<file path="src/rtl/uart_rx_if.sv">
// Serial line and received-byte bundle between a UART transmitter/line driver and uart_rx.
`timescale 1ns/1ps
interface uart_rx_if;
  logic       parity_type;
  logic       rx;
  logic [7:0] rx_data;
  logic       rx_valid;
  logic       parity_err;
  logic       frame_err;

  modport master (
    output parity_type, rx,
    input  rx_data, rx_valid, parity_err, frame_err
  );

  modport slave (
    input  parity_type, rx,
    output rx_data, rx_valid, parity_err, frame_err
  );
endinterface

</file>
<file path="src/rtl/uart_rx.sv">
// UART receiver: 8 data bits LSB first, one even/odd parity bit, one stop bit,
// mid-bit sampling on a free-running baud counter, with parity and framing error flags.
`timescale 1ns/1ps
module uart_rx #(
  parameter int CLKS_PER_BIT = 27,
  parameter int SAMPLE_PT    = 13
) (
  input  logic     clk_3125,
  input  logic     rst_n,
  uart_rx_if.slave bus
);

  localparam int DATA_W = 8;
  localparam int CNT_W  = $clog2(CLKS_PER_BIT);
  localparam int IDX_W  = $clog2(DATA_W);
  localparam logic [CNT_W-1:0] CNT_SAMPLE = CNT_W'(SAMPLE_PT);
  localparam logic [CNT_W-1:0] CNT_LAST   = CNT_W'(CLKS_PER_BIT - 1);
  localparam logic [IDX_W-1:0] IDX_LAST   = IDX_W'(DATA_W - 1);

  typedef enum logic [2:0] {IDLE, START, DATA, PARITY, STOP, BREAK} state_t;

  state_t             state, state_d;
  logic [CNT_W-1:0]   baud_cnt, baud_cnt_d;
  logic [IDX_W-1:0]   bit_idx, bit_idx_d;
  logic [DATA_W-1:0]  shreg, shreg_d;
  logic               par_bit, par_bit_d;
  logic               frame_done;
  logic               rx_sync_p0, rx_sync_p1;
  logic               rx_s;

  function automatic logic parity_mismatch(input logic [DATA_W-1:0] d,
                                           input logic odd, input logic p);
    return (^d ^ odd) != p;
  endfunction

  // Stage p0/p1: two-flop synchroniser, reset to the idle (high) line level
  always_ff @(posedge clk_3125 or negedge rst_n) begin
    if (!rst_n) begin
      rx_sync_p0 <= 1'b1;
      rx_sync_p1 <= 1'b1;
    end else begin
      rx_sync_p0 <= bus.rx;
      rx_sync_p1 <= rx_sync_p0;
    end
  end

  assign rx_s = rx_sync_p1;

  always_ff @(posedge clk_3125 or negedge rst_n) begin
    if (!rst_n) begin
      state    <= IDLE;
      baud_cnt <= '0;
      bit_idx  <= '0;
    end else begin
      state    <= state_d;
      baud_cnt <= baud_cnt_d;
      bit_idx  <= bit_idx_d;
    end
  end

  always_ff @(posedge clk_3125) begin
    shreg   <= shreg_d;
    par_bit <= par_bit_d;
  end

  always_comb begin
    state_d    = state;
    baud_cnt_d = baud_cnt + CNT_W'(1);
    bit_idx_d  = bit_idx;
    shreg_d    = shreg;
    par_bit_d  = par_bit;
    frame_done = 1'b0;
    unique case (state)
      IDLE: begin
        baud_cnt_d = '0;
        bit_idx_d  = '0;
        if (!rx_s) state_d = START;
      end
      START: begin
        if (baud_cnt == CNT_SAMPLE && rx_s) begin
          state_d    = IDLE;
          baud_cnt_d = '0;
        end else if (baud_cnt == CNT_LAST) begin
          state_d    = DATA;
          baud_cnt_d = '0;
          bit_idx_d  = '0;
        end
      end
      DATA: begin
        if (baud_cnt == CNT_SAMPLE) shreg_d = {rx_s, shreg[DATA_W-1:1]};
        if (baud_cnt == CNT_LAST) begin
          baud_cnt_d = '0;
          if (bit_idx == IDX_LAST) state_d = PARITY;
          else bit_idx_d = bit_idx + IDX_W'(1);
        end
      end
      PARITY: begin
        if (baud_cnt == CNT_SAMPLE) par_bit_d = rx_s;
        if (baud_cnt == CNT_LAST) begin
          state_d    = STOP;
          baud_cnt_d = '0;
        end
      end
      STOP: begin
        // Leave at the stop sample so a start edge right after the stop bit is caught
        if (baud_cnt == CNT_SAMPLE) begin
          frame_done = 1'b1;
          baud_cnt_d = '0;
          state_d    = rx_s ? IDLE : BREAK;
        end
      end
      BREAK: begin
        baud_cnt_d = '0;
        if (rx_s) state_d = IDLE;
      end
      default: begin
        state_d    = IDLE;
        baud_cnt_d = '0;
      end
    endcase
  end

  always_ff @(posedge clk_3125 or negedge rst_n) begin
    if (!rst_n) begin
      bus.rx_valid   <= 1'b0;
      bus.rx_data    <= '0;
      bus.parity_err <= 1'b0;
      bus.frame_err  <= 1'b0;
    end else begin
      bus.rx_valid <= frame_done;
      if (frame_done) begin
        bus.rx_data    <= shreg;
        bus.parity_err <= parity_mismatch(shreg, bus.parity_type, par_bit);
        bus.frame_err  <= ~rx_s;
      end
    end
  end

endmodule
</file>
<file path="src/flat_wrapper.sv">
// flat-port wrapper written by rule: the top's interface ports become plain ports
module uart_rx_flat 
#(
  parameter int CLKS_PER_BIT = 27,
  parameter int SAMPLE_PT    = 13
)
  (clk_3125, rst_n, bus_parity_type, bus_rx, bus_rx_data, bus_rx_valid, bus_parity_err, bus_frame_err);
  uart_rx_if bus_i ();
  input  logic clk_3125;
  input  logic rst_n;
  input wire logic [$bits(bus_i.parity_type)-1:0] bus_parity_type;
  input wire logic [$bits(bus_i.rx)-1:0] bus_rx;
  output wire logic [$bits(bus_i.rx_data)-1:0] bus_rx_data;
  output wire logic [$bits(bus_i.rx_valid)-1:0] bus_rx_valid;
  output wire logic [$bits(bus_i.parity_err)-1:0] bus_parity_err;
  output wire logic [$bits(bus_i.frame_err)-1:0] bus_frame_err;
  assign bus_i.parity_type = bus_parity_type;
  assign bus_i.rx = bus_rx;
  assign bus_rx_data = bus_i.rx_data;
  assign bus_rx_valid = bus_i.rx_valid;
  assign bus_parity_err = bus_i.parity_err;
  assign bus_frame_err = bus_i.frame_err;
  uart_rx #(.CLKS_PER_BIT(CLKS_PER_BIT), .SAMPLE_PT(SAMPLE_PT)) u_core (.clk_3125(clk_3125), .rst_n(rst_n), .bus(bus_i));
endmodule
</file>
<file path="config.mk">
export PLATFORM = sky130hd
export DESIGN_NAME = uart_rx_flat
export DESIGN_NICKNAME = d
export VERILOG_FILES = /design/src/rtl/uart_rx_if.sv /design/src/rtl/uart_rx.sv /design/src/flat_wrapper.sv
export SDC_FILE = /design/constraint.sdc
export NUM_CORES = 1
export LEC_CHECK = 0
export ABC_AREA = 1
export CAP_MARGIN = 25
export CORE_UTILIZATION = 31
export DETAILED_ROUTE_END_ITERATION = 8
export REMOVE_ABC_BUFFERS = 1
export SLEW_MARGIN = 20
export SYNTH_ARGS = -nofsm -noshare
export SYNTH_HDL_FRONTEND = slang
export SYNTH_SLANG_ARGS = --single-unit
</file>
<file path="constraint.sdc">
create_clock -name clk_3125 -period 2.89 [get_ports clk_3125]
set_clock_uncertainty 0.05 [all_clocks]
set_input_delay 0.7225 -clock clk_3125 [delete_from_list [all_inputs] [get_ports clk_3125]]
set_output_delay 0.7225 -clock clk_3125 [all_outputs]
set_load 0.02 [all_outputs]
</file>
After elaboration in Yosys (flattened, before gate mapping)
Index checks and enable logic that the tools add are counted.

word-level totals
  flip-flop bits (word level) = 33
  input port bits = 4
  output and inout bits = 11
  logic and storage cells = 64

operators by class
  add/subtract/negate cells = 2
  equal/unequal tests = 19
  multiplexer cells = 21
  bitwise operators = 2
  reduce and logical (&&, ||, !) cells = 9

operators with widths
  operator                                                          count
  3-bit 2-to-1 mux                                                  13
  3-bit case mux with 6 select lines                                1
  5-bit 2-to-1 mux                                                  3
  5-bit case mux with 3 select lines                                1
  2-bit by 1-bit != test with 1-bit output (second input constant)  6
  3-bit == test (second input constant)                             3
  3-bit case mux with 3 select lines                                1
  8-bit XOR reduction                                               1
  7-bit AND reduction                                               1
  3-bit by 2-bit == test with 1-bit output (second input constant)  2
  2-bit != test (second input constant)                             3
  5-bit by 1-bit adder with 5-bit output (second input constant)    1
  5-bit by 4-bit == test with 1-bit output (second input constant)  1
  5-bit == test (second input constant)                             1
  5-bit AND reduction                                               1
  2-bit AND reduction                                               2
  3-bit by 1-bit adder with 3-bit output (second input constant)    1
  3-bit by 1-bit == test with 1-bit output (second input constant)  1
  3-bit logical NOT                                                 1
  3-bit by 1-bit != test with 1-bit output (second input constant)  1
  3-bit nonzero test                                                1
  1-bit 2-to-1 mux                                                  2
  2-bit OR reduction                                                1
  1-bit logical AND                                                 1
  3 further kinds                                                   3

Logic depth before layout (Yosys ltp)
Gate-level depths: netlist (run 1).

  word-level depth = 4
  depth in mapped cells = 10
  gate-level depth less buffers = 10

Least setup slack after synthesis (run 1)
OpenSTA, ideal clock, no wires.

  path kind = register -> register
  start point = reg u_core.state[1]
  end point = reg u_core.shreg[0] (enable)
  setup time = 370 ps
  arrival = 1181 ps
  path slack = 1288 ps
  cell stages (with the launch flop) = 5
  path buffers = 0
  period minus slack after synthesis = 1602 ps
  cell sequence = dfrtp_1 inv_1 nor2_1 nand2_2 nor2_1

on the way
  longest elaborated chain between the ends = 2

RTL lines
  what                                      line           source
  start, declared                           uart_rx.sv:22  state_t state, state_d;
  start signal, assigned                    uart_rx.sv:55  state <= state_d;
  3-bit by 2-bit == test with 1-bit output  uart_rx.sv:73  unique case (state)
  2-bit AND reduction (no source line)      n/a
  end signal, assigned                      uart_rx.sv:62  shreg <= shreg_d;
  end, declared                             uart_rx.sv:25  logic [DATA_W-1:0] shreg, shreg_d;

Every way passes these cells.
A chain may end at the register's enable or synchronous reset.

Worst setup path in the final report (run 1)
  start point = reg u_core.bus.rx_data[6]
  end point = out bus_rx_data[6]

RTL lines
  what                    line                source
  start, declared         uart_rx_if.sv:18    output rx_data, rx_valid, parity_err, frame_err
  start signal, assigned  uart_rx.sv:132      bus.rx_data <= shreg;
  end, declared           flat_wrapper.sv:13  output wire logic [$bits(bus_i.rx_data)-1:0] bus_rx_data;

No word-level cell between the ends.

==> results of run 1 <==
-- placed cells by master (no fill, tap or decap) --
cell type	netlist	final
nand2_1	67	67
dfrtp_1	22	22
inv_1	20	20
clkdlybuf4s50_1	0	14
nand3_1	13	13
nor2_1	13	13
o21ai_2	10	10
edfxtp_1	9	9
ha_1	5	5
clkbuf_8	0	5
inv_2	3	3
xor2_1	2	2
nor3_1	2	2
nand2_2	2	2
o21ai_0	2	2
nand4_1	2	2
clkinv_2	0	2
dfstp_2	2	2
nand3_2	1	1
nor2_2	1	1
nor2_4	1	1
xnor2_1	1	1
nor4_4	1	1
o21ai_1	1	1
o211a_1	1	1
clkbuf_1	0	1
buf_4	0	1
-- stage by stage --
step | hold WS (ns) | total power, mW
6_report | 0.306 | 1.32
4_1_cts | 0.308 | 1.33
3_5_place_dp | 0.298 | 0.990
2_1_floorplan | 0.295 | 0.903
5_1_grt | 0.314 | 1.42
3_3_place_gp | 0.297 | 0.993
-- layout make-up --
type	count	share of cell area (%)
tap	67	4.36
clock buffer	6	3.77
timing repair buffer	15	7.67
sequential	33	45.4
multi-input combinational	125	33.8
clock inverter	2	0.520
inverter	23	4.49
-- power breakdown --
group / switching [mW] / leakage (nW) / internal (mW)
registers: 0.0724 / 0.397 / 0.530
clock network: 0.172 / 0.0450 / 0.167
logic: 0.242 / 0.486 / 0.133
-- final timing paths --
path / start / to / slack [ns] / depth (start not counted)
worst max register to register: u_core.state[1]$_DFFE_PN0P_ / u_core.shreg[4]$_DFFE_PP_ / 1.09 / 4
max in group asynchronous: rst_n / u_core.rx_sync_p0$_DFF_PN1_ / 1.76 / 2
min in group asynchronous: rst_n / u_core.bus.parity_err$_DFFE_PN0P_ / 0.74 / 2
worst min register to register: u_core.rx_sync_p0$_DFF_PN1_ / u_core.rx_s$_DFF_PN1_ / 0.31 / 0
worst max-delay path: u_core.bus.rx_data[6]$_DFFE_PN0P_ / bus_rx_data[6] / 0.86 / 1
worst min-delay path: u_core.rx_sync_p0$_DFF_PN1_ / u_core.rx_s$_DFF_PN1_ / 0.31 / 0
-- sequential cells by signal (all words and copies together), names as in the netlist, 3 cells and up --
| name | count |
|---|---|
| u_core.baud_cnt | 5 |
| u_core.state | 3 |
| u_core.bit_idx | 3 |
| u_core.bus.rx_data | 8 |
| u_core.shreg | 8 |
-- per-layer routing --
metal  GRT usage (%)  vias up
li1                -      618
met1            14.6      545
met2            19.9       21
met3            4.07        7
met4            5.66        0
met5               0        -
-- cell families (layout without fill, tap and decap cells) --
| kind of cell | after synthesis | in the layout | synth area share [%] |
|---|---|---|---|
| AO/OA/AOI/OAI | 14 | 14 | 6.94 |
| XOR/XNOR | 3 | 3 | 1.62 |
| adder cells (fa/ha/maj) | 5 | 5 | 3.86 |
| buffers and inverters | 24 | 46 | 6.02 |
| flip-flops | 33 | 33 | 53.9 |
| AND/OR/NAND/NOR | 103 | 103 | 27.7 |
==> key figures, run 1 <==
GRT
  – Number of global-route vias before repair: 1156
  – Total Routing Usage GR: 12.2%
  – First-pass GRT wire length: 4980 um
  – GRT Residual Overflow: 0
  – Initial antenna violation count: 0
  – Largest net degree at the start of global routing: 25

Setup path
  – Critical path's top delay family: buffers and inverters
  – Crit Path Class: register to output pin
  – Crit path max fanout: 2
  – Arrival @ worst endpoint: 1.25 ns
  – CP Capture Type: output pin
  – Worst path cell trace: clkdlybuf4s50_1
  – CP peak stage delay: 0.61 ns
  – Critical path buffers and inverters: 1
  – Critical path launch point type: register
  – Slowest stage cell, crit path: clkdlybuf4s50_1
  – CP required: 2.12 ns

Yosys
  – Yosys top cell area share: 34.0%
  – Number of synthesized register bits: 33
  – Top cells by area, synth: dfrtp_1 (34%), edfxtp_1 (17%), nand2_1 (16%)
  – Ys async rst share: 72.7%
  – Synth cell types: 23
  – Synth Flop Type: dfrtp_1
  – Top-count cell post-synth: nand2_1
  – Mean post-synth cell area: 8.91 um^2
  – Mapped Area: 1620 um^2
  – Synth cell count leaders: nand2_1 (67), dfrtp_1 (22), inv_1 (20)
  – Cells after Synth: 182
  – Post-synth EDFFs: 9
  – Ys Warns: 0
  – Area leader, netlist: dfrtp_1
  – Seq/Total Area, Yosys: 53.9%

Clocking
  – Clk pin slew, worst setup/hold paths: 0.07 ns
  – CTS buffer count: 5
  – Root buffer cell: clkbuf_8
  – Clock Path Buffers: 2
  – Clock insertion delay at the later pin of the skew report: 0.29 ns
  – Cts hold-fix bufs: 0
  – CTS tree: built
  – Resized cells post-CTS: 0
  – Clock Sinks: 33
  – Setup bufs post-CTS: 0
  – CTS H-Tree Depth: 2

Floorplanning
  – Initial Util: 33.2%
  – Width of the die: 74.3 um
  – Row count: 25
  – Number of top-level pins: 15
  – Die area: 5520 um^2
  – Core area: 4880 um^2
  – Height of the die: 74.3 um

Detailed routing
  – Drt wl/cell: 10.1 um
  – Drt pass-1 iters: 4
  – Max layer used: met4
  – DRT antenna net count: 0
  – DRC: 0
  – Met3 wire length: 116 um
  – First DRT Iteration DRCs: 74
  – Via count: 1191
  – Met2 wire len: 1250 um
  – Via/cell ratio: 4.39
  – Routed wire length: 2730 um
  – M1 WL: 1300 um

Timing
  – Worst setup slack after layout: 0.864 ns
  – Slew margin rel.: 59.6%
  – Final period util: 70.1%
  – Unrepaired setup endpoints after global routing: false
  – Setup violators final: 0
  – Minimum clock period: 2.03 ns
  – Hold Fails Final Rpt: 0
  – Max-slew violations: 0
  – Fmax: 494 MHz
  – Worst-Margin Slew: 0.603 ns
  – Setup TNS: 0 ns

Cells and area
  – Final Cell Area: 1920 um^2
  – P&R area growth vs syn: 18.7%
  – Nets: 212
  – Register area: 873 um^2
  – Final core occ: 39.4%
  – Layout cells sized above 1: 14.2%
  – Area of the multi-input gates: 651 um^2
  – Post-route insts no fill: 271
  – # diodes: 0
  – # fillers: 508

Placed design
  – Placed Cells: 263
  – Port bufs: 14
  – Placed Area: 1840 um^2
  – DP Worst Slack: 1.10 ns
  – Gpl congestion: 0.800
  – DP HPWL: 1970 um

Power
  – Pwr dens: 684 nW/um^2
  – Max VDD drop: 499 uV
  – LEAKAGE: 0.928 nW

Run
  – Max-cap violations: 0

Status
  – Status: complete, no violations

Worst hold path
  – Hold WC Path Type: register to register
(Power assumes the default switching activity.)
==> run 2: changes to the inputs <==
==> constraint.sdc (replaced) <==
create_clock -name clk_3125 -period 1.74 [get_ports clk_3125]
set_clock_uncertainty 0.05 [all_clocks]
set_input_delay 0.435 -clock clk_3125 [delete_from_list [all_inputs] [get_ports clk_3125]]
set_output_delay 0.435 -clock clk_3125 [all_outputs]
set_load 0.02 [all_outputs]
==> run 2 against run 1 <==
Compared with the run above: count of clock-buffer cells in the layout rose by 2; core utilization rose by 0.72 points; worst hold slack got worse by 0.00083 ns; critical path type is now register to register.
==> key figures, run 2 (synthesized netlist as in run 1, its figures left out) <==
Status
  – Status: complete, no violations

Floorplanning
  – Row count: 25
  – Initial Util: 33.2%
  – Width of the die: 74.3 um
  – Height of the die: 74.3 um
  – Number of top-level pins: 15
  – Core area: 4880 um^2
  – Die area: 5520 um^2

Timing
  – Minimum clock period: 1.59 ns
  – Slew margin rel.: 75.2%
  – Max-slew violations: 0
  – Setup TNS: 0 ns
  – Unrepaired setup endpoints after global routing: false
  – Setup violators final: 0
  – Final period util: 91.2%
  – Worst-Margin Slew: 0.372 ns
  – Fmax: 630 MHz
  – Hold Fails Final Rpt: 0

Cells and area
  – Nets: 213
  – Commonest non-fill, non-tap cells in the layout: nand2_1 (67), dfrtp_1 (22), inv_1 (20), nand3_1 (13), nor2_1 (13)
  – Layout cells sized above 1: 14.1%
  – Final core occ: 40.2%
  – Most common cell after layout, fill and taps aside: nand2_1
  – # diodes: 0
  – # fillers: 499
  – Post-route insts no fill: 272
  – P&R area growth vs syn: 20.8%
  – Top Registers: u_core.bus.rx_data: 8 flops, u_core.shreg: 8 flops, u_core.baud_cnt: 5 flops

GRT
  – Initial antenna violation count: 0
  – Total Routing Usage GR: 11.4%
  – GRT Residual Overflow: 0
  – Largest net degree at the start of global routing: 25
  – First-pass GRT wire length: 4620 um
  – Number of global-route vias before repair: 1063

Detailed routing
  – First DRT Iteration DRCs: 69
  – Drt wl/cell: 9.83 um
  – DRT antenna net count: 0
  – DRC: 0
  – Routed wire length: 2670 um
  – Via count: 1153
  – Via/cell ratio: 4.24
  – Drt pass-1 iters: 4

Run
  – Max-cap violations: 0

Power
  – Pwr dens: 1130 nW/um^2
  – LEAKAGE: 1.09 nW
  – Max VDD drop: 778 uV

Setup path
  – CP Capture Type: register
  – Critical path launch point type: register
  – Arrival @ worst endpoint: 1.69 ns
  – Crit Path Class: register to register
  – Crit path max fanout: 19
  – CP required: 1.85 ns

Worst hold path
  – Hold WC Path Type: register to register

Clocking
  – Cts hold-fix bufs: 0
  – CTS tree: built
  – CTS H-Tree Depth: 2
  – Clk pin slew, worst setup/hold paths: 0.07 ns
  – Root buffer cell: clkbuf_8
  – Clock insertion delay at the later pin of the skew report: 0.28 ns
  – Clock Sinks: 33
  – CTS buffer count: 5
  – Clock Path Buffers: 2
  – Setup bufs post-CTS: 0

Placed design
  – Port bufs: 14
  – Gpl congestion: 0.738
  – DP HPWL: 1940 um
  – Placed Cells: 264
==> run 2: path summary, 6_finish.rpt <==
check,slack [ns],cells after the start,to,start
worst max-delay path,0.15,7,u_core.bus.rx_data[3]$_DFFE_PN0P_,u_core.baud_cnt[1]$_DFF_PN0_
worst min-delay path,0.31,0,u_core.rx_s$_DFF_PN1_,u_core.rx_sync_p0$_DFF_PN1_
worst max register to register,0.15,7,u_core.bus.rx_data[3]$_DFFE_PN0P_,u_core.baud_cnt[1]$_DFF_PN0_
worst min register to register,0.31,0,u_core.rx_s$_DFF_PN1_,u_core.rx_sync_p0$_DFF_PN1_
max in group asynchronous,0.88,2,u_core.rx_sync_p0$_DFF_PN1_,rst_n
min in group asynchronous,0.47,2,u_core.bus.rx_data[1]$_DFFE_PN0P_,rst_n
==> run 2: cell type report <==
cell class,count,area (um^2),area share (%)
Clock buffer,8,90.1,4.60
Multi-Input combinational cell,125,651,33.2
Timing Repair Buffer,16,175,8.94
Inverter,23,86.3,4.41
Tap cell,67,83.8,4.28
Sequential cell,33,873,44.6
==> run 2: repair_timing <==
item,in CTS,in global routing
resized for setup,2,9
endpoints found under the setup margin,2,9
hold endpoints to repair,0,0
gates cloned,0,0
pin swaps,0,0
==> run 2: stage by stage <==
| step | worst slack, ns | instance area [um^2] | power, mW | hold slack, ns |
|---|---|---|---|---|
| detailed placement | 0.140 | 1850 | 1.64 | 0.297 |
| global placement | 0.188 | 1850 | 1.64 | 0.297 |
| finish | 0.154 | 1960 | 2.21 | 0.305 |
| floorplan | 0.138 | 1610 | 1.50 | 0.0894 |
| CTS | 0.000272 | 1940 | 2.24 | 0.307 |
| global route | 0.0305 | 1960 | 2.38 | 0.308 |
==> run 2: per-layer routing <==
layer | track usage (%) | vias to the layer above | wire length [um]
met3 | 5.01 | 5 | 123
met2 | 17.8 | 15 | 1190
li1 | - | 618 | -
met1 | 14.2 | 515 | 1320
met4 | 3.77 | 0 | 37
met5 | 0 | - | 0
==> run 2: critical path: stages, from the launching register on <==
cell and delay (ns):
dfrtp_1 0.42, inv_1 0.07, ha_1 0.15, nand3_2 0.15, nor4_4 0.23, inv_2 0.22, nand2_1 0.13, o21ai_2 0.05
==> run 2: where the power goes <==
group          leakage [nW]  internal [mW]  switching, mW  total, mW
clock network        0.0455          0.322          0.266      0.588
logic                 0.650          0.220          0.400      0.620
registers             0.397          0.881          0.121       1.00
==> run 3: changes to the inputs <==
--- a/config.mk
+++ b/config.mk
@@ -9,6 +9,7 @@
 export CAP_MARGIN = 25
 export CORE_UTILIZATION = 31
 export DETAILED_ROUTE_END_ITERATION = 8
+export PLACE_DENSITY_LB_ADDON = 0.3
 export REMOVE_ABC_BUFFERS = 1
 export SLEW_MARGIN = 20
 export SYNTH_ARGS = -nofsm -noshare
==> run 3 against run 2 <==
Compared with the run above: power decreased by 1.9%; non-clock buffer count did not move; worst hold slack worse by 0.00052 ns; die area stayed put; combinational power up 0.6%; highest routed layer unchanged; clock power down 8.2%.
==> key figures, run 3 (synthesized netlist as in run 1, its figures left out) <==
Floorplanning
  – Initial Util: 33.2%
  – Width of the die: 74.3 um
  – Height of the die: 74.3 um
  – Number of top-level pins: 15
  – Row count: 25
  – Core area: 4880 um^2
  – Die area: 5520 um^2

Worst hold path
  – Hold WC Path Type: register to register
  – Worst hold stages: 0

Detailed routing
  – Routed wire length: 2730 um
  – First DRT Iteration DRCs: 59
  – DRC: 0
  – Drt pass-1 iters: 4
  – Via count: 1170
  – Drt wl/cell: 10.0 um
  – Via/cell ratio: 4.30
  – DRT antenna net count: 0

GRT
  – Total Routing Usage GR: 11.8%
  – GRT Residual Overflow: 0
  – Largest net degree at the start of global routing: 25
  – Initial antenna violation count: 0
  – First-pass GRT wire length: 4840 um
  – Number of global-route vias before repair: 1096

Timing
  – Unrepaired setup endpoints after global routing: false
  – Fmax: 637 MHz
  – Max-slew violations: 0
  – Final period util: 90.2%
  – Hold slack: 0.305 ns
  – Minimum clock period: 1.57 ns
  – Worst-Margin Slew: 0.338 ns
  – Setup violators final: 0
  – Hold Fails Final Rpt: 0
  – Setup TNS: 0 ns
  – Worst setup slack after layout: 0.171 ns
  – Slew margin rel.: 77.5%

Status
  – Status: complete, no violations

Setup path
  – CP required: 1.92 ns
  – Crit Path Class: register to register
  – Worst path cell trace: inv_1 -> ha_1 -> nand3_2 -> o21ai_0 -> o21ai_2 -> nand2_1 -> nand2_1 -> nand2_1
  – CP peak stage delay: 0.41 ns
  – Critical path buffers and inverters: 1
  – Critical path's top delay family: compound AO/OA/AOI/OAI gates
  – Critical path launch point type: register
  – Slowest stage cell, crit path: dfrtp_1
  – Arrival @ worst endpoint: 1.75 ns
  – CP Capture Type: register
  – Stages on worst setup path: 8
  – Cell mode on critical path: nand2_1
  – Crit path max fanout: 6
  – Number of cells on the worst reg-to-reg path: 8

Cells and area
  – P&R area growth vs syn: 20.9%
  – Final Cell Area: 1960 um^2
  – Nets: 213
  – # diodes: 0
  – Most common cell after layout, fill and taps aside: nand2_1
  – Commonest non-fill, non-tap cells in the layout: nand2_1 (67), dfrtp_1 (22), inv_1 (20), nand3_1 (13), nor2_1 (13)
  – Final core occ: 40.2%
  – Layout cells sized above 1: 14.1%
  – Post-route insts no fill: 272
  – Top Registers: u_core.bus.rx_data: 8 flops, u_core.shreg: 8 flops, u_core.baud_cnt: 5 flops

Placed design
  – DP HPWL: 1980 um
  – Gpl congestion: 0.751
  – Placed Area: 1850 um^2
  – Placed Cells: 264
  – Port bufs: 14
  – DP Worst Slack: 0.160 ns

Clocking
  – Clk pin slew, worst setup/hold paths: 0.07 ns
  – Root buffer cell: clkbuf_8
  – Clock Sinks: 33
  – CTS H-Tree Depth: 2
  – CTS buffer count: 5
  – Clock insertion delay at the later pin of the skew report: 0.28 ns
  – CTS tree: built
  – Clock Path Buffers: 2

Power
  – Total chip power: 2.17 mW
  – Max VDD drop: 874 uV
  – LEAKAGE: 1.12 nW
  – Pwr dens: 1110 nW/um^2

Run
  – Max-cap violations: 0
## run 3: cell count changes in the layout (fill, tap and decap cells not counted), sizes merged
cell,delta
dlygate4sd2,-2
clkinv,+3
clkbuf,-3
dlymetal6s2s,+2
## run 3: layout make-up
class	count	area, um^2
inverters	23	88.8
repair buffers	16	183
multi-input cells	125	651
fillers	489	2920
clock buffers	5	68.8
flip-flops and latches	33	873
clock inverters	3	12.5
well taps	67	83.8
## run 3: what timing repair did
action                     CTS  global route
setup buffers                0             0
resized for setup            0            13
setup endpoints to repair    0            15
hold buffers                 0             0
## run 3: layer usage
layer / vias to the layer above / share of wire [%] / global-route usage, % / wire length, um
met2: 16 / 46 / 18.7 / 1250
met3: 4 / 3.9 / 5.28 / 107
li1: 620 / - / - / -
met5: - / 0 / 0 / 0
met4: 0 / 1.1 / 4.40 / 31
met1: 530 / 49 / 14.2 / 1340
## run 3: final timing paths
path                                               from                                end  slack, ns
setup / recovery           u_core.baud_cnt[1]$_DFF_PN0_      u_core.bit_idx[2]$_DFFE_PN0P_       0.17
hold / removal              u_core.rx_sync_p0$_DFF_PN1_              u_core.rx_s$_DFF_PN1_       0.30
setup reg to reg           u_core.baud_cnt[1]$_DFF_PN0_      u_core.bit_idx[2]$_DFFE_PN0P_       0.17
hold reg to reg             u_core.rx_sync_p0$_DFF_PN1_              u_core.rx_s$_DFF_PN1_       0.30
max in group asynchronous                         rst_n              u_core.rx_s$_DFF_PN1_       0.89
min in group asynchronous                         rst_n  u_core.bus.rx_data[5]$_DFFE_PN0P_       0.47
## run 3: power breakdown
| group | switching (mW) | total, mW | internal, mW |
|---|---|---|---|
| Clock | 0.271 | 0.540 | 0.269 |
| Combinational | 0.405 | 0.624 | 0.219 |
| Sequential | 0.125 | 1.01 | 0.881 |
| Total | 0.800 | 2.17 | 1.37 |
